[config.mk]
export PLATFORM = sky130hd
export DESIGN_NAME = fifo_rd_arbiter
export DESIGN_NICKNAME = d
export VERILOG_FILES = /design/src/rtl/fifo_pkg.sv /design/src/rtl/fifo_rd_ptr_ctr.sv /design/src/rtl/fifo_rd_arbiter.sv
export SDC_FILE = /design/constraint.sdc
export NUM_CORES = 1
export LEC_CHECK = 0
export ABC_AREA = 1
export BUFFER_PORTS_ARGS = -buffer_cell sky130_fd_sc_hd__buf_2
export CORE_MARGIN = 2
export CORE_UTILIZATION = 40
export DETAILED_ROUTE_END_ITERATION = 8
export PLACE_DENSITY = 0.69
export SYNTH_ARGS = -nofsm -noshare
export SYNTH_HDL_FRONTEND = slang
export SYNTH_SLANG_ARGS = --single-unit
[constraint.sdc]
create_clock -name rd_clk -period 1.5 [get_ports rd_clk]
set_clock_uncertainty 0.2 [all_clocks]
set_input_delay 0.3 -clock rd_clk [delete_from_list [all_inputs] [get_ports rd_clk]]
set_output_delay 0.3 -clock rd_clk [all_outputs]
set_load 0.01 [all_outputs]
[src/rtl/fifo_pkg.sv]
// Shared types and helpers for the FIFO read-side logic.
// Latency: none (declarations only).
// Backpressure: n/a.
package fifo_pkg;

   // Read scheduler FSM: either no grant is held, or exactly one consumer owns the port.
   typedef enum logic {
      ST_IDLE  = 1'b0,
      ST_BURST = 1'b1
   } rd_state_t;

   // Default FIFO address width; the read pointer carries one extra wrap bit.
   localparam int A_LENGTH_DEF = 3;

   // Ceiling log2, never below 1 so that derived vectors always have a legal width.
   function automatic int clog2(input int value);
      int r;
      r = 0;
      for (r = 0; (1 << r) < value; r++) begin
      end
      if (r < 1) begin
         r = 1;
      end
      return r;
   endfunction

endpackage

[src/rtl/fifo_rd_ptr_ctr.sv]
// Binary read pointer: free-running up-counter that advances on each pop.
// Latency: count updates on the edge after i_en.
// Backpressure: none; the caller gates i_en to real pops only.
module fifo_rd_ptr_ctr #(
   parameter int WIDTH = 4
) (
   input  logic             i_clk,
   input  logic             i_rst,
   input  logic             i_en,
   output logic [WIDTH-1:0] o_cnt
);

   logic [WIDTH-1:0] r_cnt;

   // Count pops; natural overflow gives the modulo-2^WIDTH wrap with the MSB toggling.
   always_ff @(posedge i_clk or posedge i_rst) begin
      if (i_rst) begin
         r_cnt <= '0;
      end else if (i_en) begin
         r_cnt <= r_cnt + WIDTH'(1);
      end
   end

   assign o_cnt = r_cnt;

endmodule

[src/rtl/fifo_rd_arbiter.sv]
// Round-robin read-port scheduler with bounded bursts; owns rd_en and the read pointer.
// Latency: req->gnt 1 cycle from IDLE; rd_en same cycle as gnt; rd_ptr/data_valid 1 edge after a pop.
// Backpressure: f_empty stalls the owner (grant held, no pop); a dropped owner request releases the grant.
module fifo_rd_arbiter
   import fifo_pkg::*;
#(
   parameter int a_length  = A_LENGTH_DEF,
   parameter int N_REQ     = 4,
   parameter int BURST_LEN = 4
) (
   input  logic                      rd_clk,
   input  logic                      reset,
   input  logic                      f_empty,
   input  logic [N_REQ-1:0]          req,
   output logic [N_REQ-1:0]          gnt,
   output logic                      rd_en,
   output logic [a_length:0]         rd_ptr,
   output logic [a_length-1:0]       b_rd_ptr,
   output logic                      MSB_rd_ptr,
   output logic                      data_valid,
   output logic [clog2(N_REQ)-1:0]   data_owner
);

   localparam int OW = clog2(N_REQ);
   localparam int BW = clog2(BURST_LEN + 1);

   rd_state_t         r_state;
   logic [N_REQ-1:0]  r_gnt;
   logic [OW-1:0]     r_owner;
   logic [OW-1:0]     r_last_owner;
   logic [BW-1:0]     r_beat;
   logic              r_data_valid;
   logic [OW-1:0]     r_data_owner;

   logic              w_any_req;
   logic              w_owner_req;
   logic              w_last_beat;
   logic              w_rd_en;
   logic              w_release;
   logic [OW-1:0]     w_pick;
   logic [N_REQ-1:0]  w_pick_onehot;
   logic [a_length:0] w_rd_ptr;

   // First requester searching upward from last+1 with wrap; falls back to last
   // when nothing is requesting (the result is only used when some req is set).
   function automatic logic [OW-1:0] rr_pick(input logic [N_REQ-1:0] reqs,
                                             input logic [OW-1:0]    last);
      logic [OW-1:0] pick;
      logic [OW:0]   idx;
      logic          found;
      pick  = last;
      found = 1'b0;
      for (int k = 1; k <= N_REQ; k++) begin
         idx = {1'b0, last} + (OW+1)'(k);
         if (idx >= (OW+1)'(N_REQ)) begin
            idx = idx - (OW+1)'(N_REQ);
         end
         if (!found && reqs[idx[OW-1:0]]) begin
            pick  = idx[OW-1:0];
            found = 1'b1;
         end
      end
      return pick;
   endfunction

   assign w_any_req     = |req;
   assign w_owner_req   = req[r_owner];
   assign w_last_beat   = (r_beat == BW'(BURST_LEN - 1));
   assign w_pick        = rr_pick(req, r_last_owner);
   assign w_pick_onehot = {{(N_REQ-1){1'b0}}, 1'b1} << w_pick;

   // Pop only while a burst is active, the owner still asks, and the FIFO has data.
   // Reset is folded in so the strobe is dead for the whole reset window.
   assign w_rd_en = (r_state == ST_BURST) & w_owner_req & ~f_empty & ~reset;

   // A dropped owner request wins over everything (no pop that cycle); otherwise
   // the burst ends only on the pop that completes BURST_LEN beats.
   assign w_release = (r_state == ST_BURST) & (~w_owner_req | (w_rd_en & w_last_beat));

   // Grant FSM: arbitrate from IDLE, count beats in BURST, always fall back to IDLE between owners.
   always_ff @(posedge rd_clk or posedge reset) begin
      if (reset) begin
         r_state      <= ST_IDLE;
         r_gnt        <= '0;
         r_owner      <= '0;
         r_last_owner <= OW'(N_REQ - 1);
         r_beat       <= '0;
      end else begin
         case (r_state)
            ST_IDLE: begin
               if (w_any_req) begin
                  r_state <= ST_BURST;
                  r_owner <= w_pick;
                  r_gnt   <= w_pick_onehot;
                  r_beat  <= '0;
               end
            end
            ST_BURST: begin
               if (w_release) begin
                  r_state      <= ST_IDLE;
                  r_gnt        <= '0;
                  r_last_owner <= r_owner;
                  r_beat       <= '0;
               end else if (w_rd_en) begin
                  r_beat <= r_beat + BW'(1);
               end
            end
            default: begin
               r_state <= ST_IDLE;
               r_gnt   <= '0;
            end
         endcase
      end
   end

   // Tag memory output: the RAM returns data one cycle after the pop, owned by the current granted consumer.
   always_ff @(posedge rd_clk or posedge reset) begin
      if (reset) begin
         r_data_valid <= 1'b0;
         r_data_owner <= '0;
      end else begin
         r_data_valid <= w_rd_en;
         r_data_owner <= r_owner;
      end
   end

   fifo_rd_ptr_ctr #(
      .WIDTH (a_length + 1)
   ) u_rd_ptr_ctr (
      .i_clk (rd_clk),
      .i_rst (reset),
      .i_en  (w_rd_en),
      .o_cnt (w_rd_ptr)
   );

   assign gnt        = r_gnt;
   assign rd_en      = w_rd_en;
   assign rd_ptr     = w_rd_ptr;
   assign b_rd_ptr   = w_rd_ptr[a_length-1:0];
   assign MSB_rd_ptr = w_rd_ptr[a_length];
   assign data_valid = r_data_valid;
   assign data_owner = r_data_owner;

endmodule

==> summary.md <==
| Metric | Value |
|---|---|
| Shortest clock period the worst path allows after layout | `1.77 ns` |
| Met3 usage | `1.84%` |
| Fraction of synthesis flops using an asynchronous set or reset pin | `100%` |
| Post-route insts no fill | `218` |
| Placement row count | `19` |
| Static leakage power | `0.816 nW` |
| Total Power | `3.55 mW` |
| Antenna violations before repair | `0` |
| DIE HEIGHT | `56.5 um` |
| Flop and latch count out of synthesis | `19` |
| Path type of the worst min-delay path | `in -> reg` |
| Post-Syn Nets | `152` |
| Register-to-register setup slack | `-0.27 ns` |
| Worst Reg-to-Reg Cells | `10` |
| Peak fanout along the critical path | `8` |
| Post-synthesis cell area | `1100 sq um` |
| Top-count cell post-synth | `nand2_1` |
| EDFF count, synth | `0` |
| Worst endpoint data arrival time | `1.75 ns` |
| Share of layout cells above drive strength 1 | `49.2%` |
| Maximum clock insertion buffer count | `2` |
| Diodes inserted | `0` |
| Proportion of netlist area held by the largest area contributor | `38.5%` |
| Total of endpoints with negative setup slack in the final report | `11` |
| Violations in the final reports | `negative setup slack` |
| Slew margin rel. | `87.3%` |
| Post-DP HPWL | `1.82 mm` |
| Latest clock arrival within the worst-skew pair | `0.29 ns` |
| Startpoint class of the critical path | `flop` |
| Count of unique library cells instantiated by Yosys | `24` |
| Hold depth | `6` |
| Number of instances in the synthesized netlist | `142` |
| Period utilisation layout | `118%` |
| Relative area change from synthesis to final layout | `41.2%` |
| Die width | `56.5 um` |
| TritonCTS Buffers | `3` |
| Top cells by count, synth | `nand2_1 (57), dfrtp_1 (17), nand3_1 (12), inv_1 (9), o21ai_0 (6)` |
| Critical path capture point type | `flop` |
| Standard cell core area | `2690 sq um` |
| Via density | `4.93` |
| Pwr Density | `2280 nW/um^2` |
| Vias after detailed routing | `1075` |
| Total placed cells including tap cells | `204` |
| TritonCTS clock tree | `yes` |
| Slew at the pin closest to its max-slew limit | `0.191 ns` |
| Wire length of the first global-routing pass | `4.29 mm` |
| Routing layer with the top usage in global route | `met2` |
| Worst supply voltage drop on vdd | `1330 uV` |
| Overall die area | `3200 sq um` |
| Top FF cell, synth | `dfrtp_1` |
| Unrepaired setup endpoints after global routing | `yes` |
| Mean instance size in the synthesized netlist | `7.77 sq um` |
| Area after DPL | `1340 sq um` |
| CTS Root Cell | `clkbuf_4` |
| Crit path setup slack, layout | `-0.266 ns` |
| Synthesis warning total | `0` |
| Port Buffer Count | `22` |
| Pin count of the biggest net entering global routing | `14` |
| Final worst hold slack | `0.220 ns` |
| Routed wire length | `2.57 mm` |
| Type of the setup path with the least slack | `reg -> reg` |
| Design Area, Final | `1560 sq um` |
| Initial core utilization | `41.1%` |
| Synth area leaders | `dfrtp_1 (39%), nand2_1 (19%), nand3_1 (5.4%)` |
| Post-Route Setup TNS | `-2.18 ns` |
| Post-layout net count | `198` |
| Drt initial violations | `17` |
| Run status | `finished, violations left` |
| Number of global-route vias before repair | `1040` |
| Synth area leader | `dfrtp_1` |
| Sequential cell area fraction in the yosys report | `43.3%` |
| GRT Total Usage | `17.0%` |
| Final ANT Viol Nets | `0` |
| Met1 Track Usage GR | `19.2%` |
| Drc violations | `0` |
| Number of detailed-routing iterations run before antenna repair | `4` |
| Final-report hold violation count | `0` |
| Placement-stage worst setup slack | `-0.253 ns` |
| Post-DR wirelength/cell | `11.8 um` |
| Clock transition at path regs | `0.10 ns` |
| Count of maximum capacitance violations | `0` |
| Number of max-slew violations in the final report | `0` |
| # clock sinks | `19` |
| Number of ports placed on the die boundary | `23` |
| Total congestion overflow | `0` |
| GRT met2 Usage | `31.7%` |
| Achievable Freq | `566 MHz` |
| H-tree Lvls | `1` |
| Data required time at the worst endpoint | `1.48 ns` |
| Final design utilization | `58.0%` |
| Routability-driven placement congestion ratio | `0.845` |
==> layout make-up <==
type	instances	area [sq um]
clock buffers	4	26.3
fillers	237	1130
inverters	13	55.1
multi-input cells	105	637
flip-flops and latches	19	478
well taps	31	38.8
repair buffers	46	323
==> critical path: stages (launching register included) <==
cell and delay, ns:
dfstp_2 0.58, inv_2 0.08, nand2_1 0.08, nand2_2 0.08, nand2_4 0.09, nand2_4 0.06
or2_0 0.20, nand3_1 0.09, nand2_2 0.08, nand2_1 0.07, nand2_1 0.05
==> where the power goes <==
group | switching (mW) | total [mW] | leakage (nW) | internal, mW
clock network | 0.146 | 0.249 | 0.0150 | 0.103
logic | 1.33 | 2.39 | 0.562 | 1.06
registers | 0.167 | 0.907 | 0.239 | 0.740
total | 1.64 | 3.55 | 0.816 | 1.90
==> state kept, by name, summed over array words and instances (netlist names) <==
| signal | count |
|---|---|
| gnt | 4 |
| u_rd_ptr_ctr.o_cnt | 4 |
| r_beat | 3 |
| data_owner | 2 |
| r_last_owner | 2 |
| r_owner | 2 |
| data_valid | 1 |
| r_state | 1 |
==> cells by family after synthesis <==
| logic type | Yosys count | synth area share (%) |
|---|---|---|
| and+or+nand+nor | 84 | 34.6 |
| DFF | 19 | 43.3 |
| buffers and inverters | 18 | 8.16 |
| AOI/OAI and AO/OA | 14 | 7.14 |
| xor gates and xnor gates | 3 | 2.38 |
| adders and majority gates | 3 | 3.40 |
| muxes | 1 | 1.02 |
==> layer usage <==
| metal | part of all wire, % | routed length [um] |
|---|---|---|
| met5 | 0 | 0 |
| met4 | 1.6 | 40 |
| met3 | 3.5 | 90 |
| met2 | 54 | 1380 |
| met1 | 41 | 1060 |
==> path summary, 6_finish.rpt <==
path,endpoint,from
max in group asynchronous,gnt[3],reset
min,r_last_owner[0],f_empty
max reg2reg,gnt[2],r_last_owner[0]
max,gnt[2],r_last_owner[0]
min reg2reg,data_owner[1],r_owner[1]
min in group asynchronous,r_state,reset
==> what timing repair did <==
item | 4_1_cts | 5_1_grt
gates cloned | 0 | 0
resized for setup | 18 | 17
hold endpoints to repair | 17 | 0
setup buffers | 4 | 5
setup endpoints to repair | 14 | 15
pin swaps | 8 | 4
hold buffers | 1 | 0
==> cells in the final DEF, fill, tap and decap left out, types with 2 or more instances in the layout <==
cell type and instances:
nand2_4 5, nand2_1 45, nand3_1 9, clkbuf_4 3, o21ai_0 2, a21oi_1 3
inv_1 6, ha_2 2, buf_4 19, xnor2_1 2, dfrtp_1 17, buf_2 21
o21ai_1 4, inv_2 5, nor2_2 3, buf_6 4, nand2_2 14, dfstp_2 2
nand3_2 4
(Power assumes the default switching activity.)
